### src/rtl/clic_irq_front.sv
// clic_irq_front: external interrupt front-end for n_clic.
// Each line is synchronized, glitch-filtered and edge/level qualified before
// it becomes a one-cycle pend_set strobe. Mode and overrun state are CSRs.

package clic_irq_front_pkg;
  typedef logic [31:0] word_t;
  typedef logic [11:0] csr_addr_t;
  typedef logic [4:0]  zimm_t;

  // Encodings follow the RISC-V funct3 field of the Zicsr instructions.
  typedef enum logic [2:0] {
    CSR_RW  = 3'b001,
    CSR_RS  = 3'b010,
    CSR_RC  = 3'b011,
    CSR_RWI = 3'b101,
    CSR_RSI = 3'b110,
    CSR_RCI = 3'b111
  } csr_op_t;
endpackage

module clic_irq_front
  import clic_irq_front_pkg::*;
#(
  parameter int        VecLen       = 8,
  parameter int        SyncStages   = 2,
  parameter int        FilterCycles = 4,
  parameter csr_addr_t IrqModeAddr  = 12'h7C0,
  parameter csr_addr_t IrqOvrAddr   = 12'h7C1
) (
  input  logic              clk,
  input  logic              reset,
  input  logic [VecLen-1:0] irq_in,
  input  logic [VecLen-1:0] pend_status,
  output logic [VecLen-1:0] pend_set,
  input  logic              csr_enable,
  input  csr_addr_t         csr_addr,
  input  zimm_t             rs1_zimm,
  input  word_t             rs1_data,
  input  csr_op_t           csr_op,
  output word_t             out
);

  localparam int CntW  = (FilterCycles > 1) ? $clog2(FilterCycles) : 1;
  localparam int ModeW = 2 * VecLen;
  localparam logic [CntW-1:0] CntLast = CntW'(FilterCycles - 1);

  typedef enum logic [1:0] {WR_NONE, WR_WRITE, WR_SET, WR_CLEAR} wr_kind_t;

  logic [SyncStages-1:0][VecLen-1:0] sync_q;
  logic [VecLen-1:0][CntW-1:0]       cnt_q;
  logic [VecLen-1:0]                 s, f_q, p_q;
  logic [VecLen-1:0]                 evt, edge_evt, ovr_hw;
  logic [ModeW-1:0]                  mode_q, mode_d;
  logic [VecLen-1:0]                 ovr_q, ovr_d;
  logic                              mode_sel, ovr_sel;
  word_t                             operand;
  wr_kind_t                          wr_kind;

  assign s = sync_q[SyncStages-1];

  // Synchronizer chain: stage 0 samples the raw asynchronous lines.
  // NOTE: sequential state uses non-blocking assignments so every flop samples pre-edge values.
  always_ff @(posedge clk or posedge reset) begin
    if (reset) begin
      // NOTE: the chain is small flop storage, not a RAM, so clearing it on reset costs nothing.
      sync_q <= '0;
    end else begin
      sync_q[0] <= irq_in;
      for (int k = 1; k < SyncStages; k++) sync_q[k] <= sync_q[k-1];
    end
  end

  // Glitch filter plus one-cycle edge history of the filtered level.
  always_ff @(posedge clk or posedge reset) begin
    if (reset) begin
      cnt_q <= '0;
      f_q   <= '0;
      p_q   <= '0;
    end else begin
      p_q <= f_q;
      for (int i = 0; i < VecLen; i++) begin
        if (s[i] == f_q[i]) begin
          cnt_q[i] <= '0;
        end else if (cnt_q[i] == CntLast) begin
          f_q[i]   <= s[i];
          cnt_q[i] <= '0;
        end else begin
          cnt_q[i] <= cnt_q[i] + 1'b1;
        end
      end
    end
  end

  // Mode-selected event per line; only edge modes can flag an overrun.
  // NOTE: every output of this block is defaulted first so no latch is inferred.
  always_comb begin
    evt      = '0;
    edge_evt = '0;
    for (int i = 0; i < VecLen; i++) begin
      case (mode_q[2*i +: 2])
        2'b01: begin
          evt[i]      = f_q[i] & ~p_q[i];
          edge_evt[i] = evt[i];
        end
        2'b10: begin
          evt[i]      = ~f_q[i] & p_q[i];
          edge_evt[i] = evt[i];
        end
        2'b11:   evt[i] = f_q[i] & ~pend_status[i];
        default: ;
      endcase
    end
  end

  assign ovr_hw = edge_evt & pend_status;

  // Decode the CSR operation into an operand and a write kind.
  always_comb begin
    operand = rs1_data;
    wr_kind = WR_NONE;
    case (csr_op)
      CSR_RW:  wr_kind = WR_WRITE;
      CSR_RS:  wr_kind = WR_SET;
      CSR_RC:  wr_kind = WR_CLEAR;
      CSR_RWI: begin operand = word_t'(rs1_zimm); wr_kind = WR_WRITE; end
      CSR_RSI: begin operand = word_t'(rs1_zimm); wr_kind = WR_SET;   end
      CSR_RCI: begin operand = word_t'(rs1_zimm); wr_kind = WR_CLEAR; end
      default: ;
    endcase
    // Set/clear with a zero operand is a pure read.
    if ((wr_kind == WR_SET || wr_kind == WR_CLEAR) && operand == '0) wr_kind = WR_NONE;
    if (!csr_enable) wr_kind = WR_NONE;
  end

  assign mode_sel = csr_enable && (csr_addr == IrqModeAddr);
  assign ovr_sel  = csr_enable && (csr_addr == IrqOvrAddr);

  // Read data shows the pre-write register value.
  assign out = mode_sel ? word_t'(mode_q) :
               ovr_sel  ? word_t'(ovr_q)  : '0;

  // Next values of the CSRs; a hardware overrun set beats a software clear.
  always_comb begin
    mode_d = mode_q;
    ovr_d  = ovr_q;
    if (mode_sel) begin
      case (wr_kind)
        WR_WRITE: mode_d = operand[ModeW-1:0];
        WR_SET:   mode_d = mode_q | operand[ModeW-1:0];
        WR_CLEAR: mode_d = mode_q & ~operand[ModeW-1:0];
        default:  ;
      endcase
    end
    if (ovr_sel) begin
      case (wr_kind)
        WR_WRITE: ovr_d = operand[VecLen-1:0];
        WR_SET:   ovr_d = ovr_q | operand[VecLen-1:0];
        WR_CLEAR: ovr_d = ovr_q & ~operand[VecLen-1:0];
        default:  ;
      endcase
    end
    ovr_d = ovr_d | ovr_hw;
  end

  // CSR registers and the registered pend_set strobe.
  always_ff @(posedge clk or posedge reset) begin
    if (reset) begin
      mode_q   <= '0;
      ovr_q    <= '0;
      pend_set <= '0;
    end else begin
      mode_q   <= mode_d;
      ovr_q    <= ovr_d;
      pend_set <= evt;
    end
  end

endmodule
### config.mk
export PLATFORM = sky130hd
export DESIGN_NAME = clic_irq_front
export DESIGN_NICKNAME = d
export VERILOG_FILES = /design/src/rtl/clic_irq_front.sv
export SDC_FILE = /design/constraint.sdc
export NUM_CORES = 1
export LEC_CHECK = 0
export CAP_MARGIN = 20
export CORE_ASPECT_RATIO = 1.4
export CORE_MARGIN = 1.5
export CORE_UTILIZATION = 45
export DETAILED_ROUTE_END_ITERATION = 6
export PLACE_DENSITY_LB_ADDON = 0.15
export REMOVE_ABC_BUFFERS = 1
export SLEW_MARGIN = 20
export SYNTH_ARGS = -nofsm -noshare
export SYNTH_HDL_FRONTEND = slang
export SYNTH_SLANG_ARGS = --single-unit
export TNS_END_PERCENT = 1
### constraint.sdc
create_clock -name clk -period 3 [get_ports clk]
set_input_delay 0.6 -clock clk [delete_from_list [all_inputs] [get_ports clk]]
set_output_delay 0.6 -clock clk [all_outputs]
set_load 0.02 [all_outputs]
==> summary.md <==
The run finished with clean final reports. The initialized floorplan defines 42 standard-cell rows. The tools report the post-synthesis cell count as 420. In the layout the commonest cells are 80 x dfrtp_1, 52 x clkdlybuf4s50_1, 40 x ha_1, 32 x inv_1, 28 x nand2_1. STA classifies the critical path endpoint as an output pin. Counting flops with an async set or reset pin after synthesis yields a share of 100.0%. The width of the chip is 86.63 microns.

Power comes to 0.003245 W. In this run the cell area of the synthesized design comes to 0.004405 sq mm. The cell area reported after detailed placement is 0.005404 sq mm, and the via density per instance is 5.331.

The logs give 80 for the number of sinks on the clock net and 0 for the total count of hold-check failures in the final report. The ratio of cells with drive above 1 in the final layout works out to 15.97%. The tree is rooted in a clkbuf_16.

The power density relative to cell area came out at 562.5 mW/mm^2. The synthesized netlist devotes 2.584% of its cell area to XOR and XNOR gates. The critical path starts at csr_addr[2]. For the number of global-route vias before repair, the log shows 3569.

The number of search-and-repair iterations in the first detailed-routing pass came out at 5. In the final timing run, aggregate negative setup slack is 0 ns. In this run the mean area of a mapped cell was 10.49 sq um. TritonCTS built the clock tree. The area added between synthesis and finish was 30.93%. The initial antenna violation count came out at 0. The tools report the pin count of the biggest net entering global routing as 32.

For this block, the initial DRC count from the detailed router was 176. For this run, the post-layout net count is 636. In the routed design, unresolved DRC markers number 0.

The upper clock frequency limit was 0.3365 GHz. The worst setup path is launched from an input pin. Dividing the final minimum period by the clock period gives 99.07%. The clock latency reported for the late side of the worst-skew pair is 0.34 ns, and the register-to-register setup slack is 1.48 ns. For the number of hold buffers added after CTS, the log shows 0. Global routing finished with a remaining overflow of 0. The minimum period implied by the final worst setup slack was 2.972 ns.

For the worst setup path, the data arrival time is 2.37 ns. By area, the combinational part of the netlist is dominated by simple AND/OR/NAND/NOR gates. The path class of the lowest-slack min-delay path was register to register. The gate family responsible for the most delay along the worst path was simple AND/OR/NAND/NOR gates. The share of the Yosys chip area taken by registers is 45.44%.

The worst pin sits at a relative slew slack of 59.60%. The tools report the count of inserted antenna diode cells as 0. For the total number of vias, the log shows 3508. The maximum clock path buffer count is 2, and the minimum hold slack is 0.3454 ns. After floorplanning, the core was sized to cover 0.009512 sq mm. TritonCTS created 9 clock buffers.

Synthesis inferred 80 register bits. The tools report the final count of pins violating max slew as 0. The floorplan step defined a die boundary enclosing 0.01040 sq mm.

The worst register-to-register path begins at mode_q[9]$_DFFE_PP0P_. The wire length of the first global-routing pass is 17220 microns. The count of nets left with antenna violations once routing finished came out at 0. The library cell used most frequently in the layout, excluding fill and tap cells, is dfrtp_1. The most used flip-flop cell after synthesis is dfrtp_1. Counting both buffers and inverters, the worst setup path holds a total of 3.

The worst hold path begins at sync_q[2]$_DFF_PP0_. In this run the vertical extent of the chip is 120.1 microns. The tools report the routability-driven placement congestion ratio as 0.8062. The CTS H-tree depth was 3. Library cell contributing the largest single delay on the critical path: or4_4.

Buffers placed on the I/O ports in this run total 78. After clock tree synthesis, the clock-pin slew on the worst setup and hold paths is 0.06 ns. In this run, distinct cell masters in the synthesized netlist total 44.

Setup slack on the critical path of the routed design comes to 0.02795 ns. In this run the static leakage power is 2.693 nW. The critical path's largest stage delay works out to 0.62 ns. The critical path goes through dlygate4sd2_1 -> or4b_4 -> or4_4 -> buf_6 -> nor2_4 -> buf_6. Measured against the total synthesized area, the mux share comes to 5.595%.

For this run, the number of Yosys warnings is 0. In this run the worst path has a maximum fanout of 7. The synthesized netlist devotes 13.80% of its cell area to compound gates. The number of enable flip-flop cells after synthesis was 0. The tools report the effective utilization at floorplan as 46.32%. The logs give 0.005768 sq mm for the final instance area and 0 for the number of failing setup endpoints in the final timing report.

STA puts the critical path data required time at 2.40 ns. Of the total synthesized cell area, the portion taken by AND, OR, NAND and NOR gates is 14.57%. For the count of maximum capacitance violations, the log shows 0. Global routing used 21.95% of the available tracks. The placed wire-length estimate after detailed placement is 7273 microns. At the pin with the least slew margin, the transition time is 0.6053 ns. 111 I/O pins were placed.

The worst-case IR drop observed on VDD is 0.0003053 V. The type of the setup path with the least slack was input pin to output pin. The adder-cell share of the synthesized area works out to 11.36%. The library cell appearing most often on the critical path is buf_6. The worst slack at placement came out at -0.7436 ns. Clock skew on the completed layout was measured at 0.004809 ns. The final layout contains routed wiring with a total length of 10580 microns. Setup repair after global routing left no endpoint under its margin. The wire length per cell was 16.07 microns.
## layout make-up
class,count,area [sq um]
fill,818,3744
multi-input combinational,296,2236
sequential,80,2002
timing repair buffer,105,991.0
clock buffer,10,239.0
tap,132,165.2
inverter,33,125.1
clock inverter,2,10.01
## power breakdown
part	switching, W	internal [W]	total (W)	leakage [nW]
logic	0.000311	0.000419	0.000730	1.62
clock network	0.000401	0.000560	0.000961	0.126
registers	0.000198	0.00135	0.00155	0.946
total	0.000911	0.00233	0.00324	2.69
## cell families after synthesis
kind of cell	count (synthesis)
xor gates and xnor gates	13
and+or+nand+nor	107
adders and majority gates	40
muxes	23
buffers and inverters	61
other	1
AOI/OAI and AO/OA	95
DFF	80
## what timing repair did
item	4_1_cts	5_1_grt
resized for setup	113	3
endpoints found under the setup margin	16	2
gates cloned	3	0
pin swaps	7	4
buffers inserted	8	0
## state kept, by name, summed over array words and instances (netlist names)
name,count
p_q,8
s,8
f_q,8
pend_set,8
ovr_q,8
mode_q,16
cnt_q,16
sync_q,8
## cell usage after synthesis, types with 2 or more instances
library cell,instances,share of area [%]
a31oi_1,9,1.3
nor2b_1,14,2.0
dfrtp_1,80,45
and2_1,11,1.6
xnor2_1,12,2.4
o221ai_1,10,2.0
or4b_4,2,0.62
nand2b_1,8,1.1
clkbuf_1,11,0.94
o21ai_1,4,0.45
o21ai_0,29,3.3
nand2_1,28,2.4
a211o_1,3,0.60
ha_1,40,11
a21oi_1,18,2.0
mux2i_1,10,2.3
and3_1,3,0.43
and3b_1,3,0.60
a311o_1,4,0.91
o31a_1,4,0.80
o22ai_1,6,0.85
o21a_1,4,0.68
nor3_1,7,0.80
buf_4,16,2.7
mux2_2,13,3.3
inv_1,33,2.8
nor2_1,9,0.77
nand3b_1,12,2.0
nor4_2,2,0.57
## layer usage
layer / global-route usage [%] / part of all wire [%] / vias to the layer above
met3: 4.333 / 5.0 / 23
li1: - / - / 1649
met5: 0 / 0 / -
met1: 26.50 / 41 / 1720
met4: 10.08 / 3.1 / 0
met2: 37.26 / 51 / 116
## final timing paths
| check | end | depth (start not counted) |
|---|---|---|
| setup / recovery | out[12] | 6 |
| hold / removal | s[2]$_DFF_PP0_ | 0 |
| setup reg to reg | ovr_q[4]$_DFF_PP0_ | 6 |
| hold reg to reg | s[2]$_DFF_PP0_ | 0 |
| max in group asynchronous | cnt_q[6]$_DFF_PP0_ | 3 |
| min in group asynchronous | sync_q[0]$_DFF_PP0_ | 2 |
## stage by stage
stage / util (%) / std cells
after floorplan: - / 407
after global placement: 56.81 / 635
after detailed placement: 56.81 / 635
after CTS: 60.59 / 658
after global routing: 60.64 / 658
final: 60.64 / 658
(Power assumes the default switching activity.)
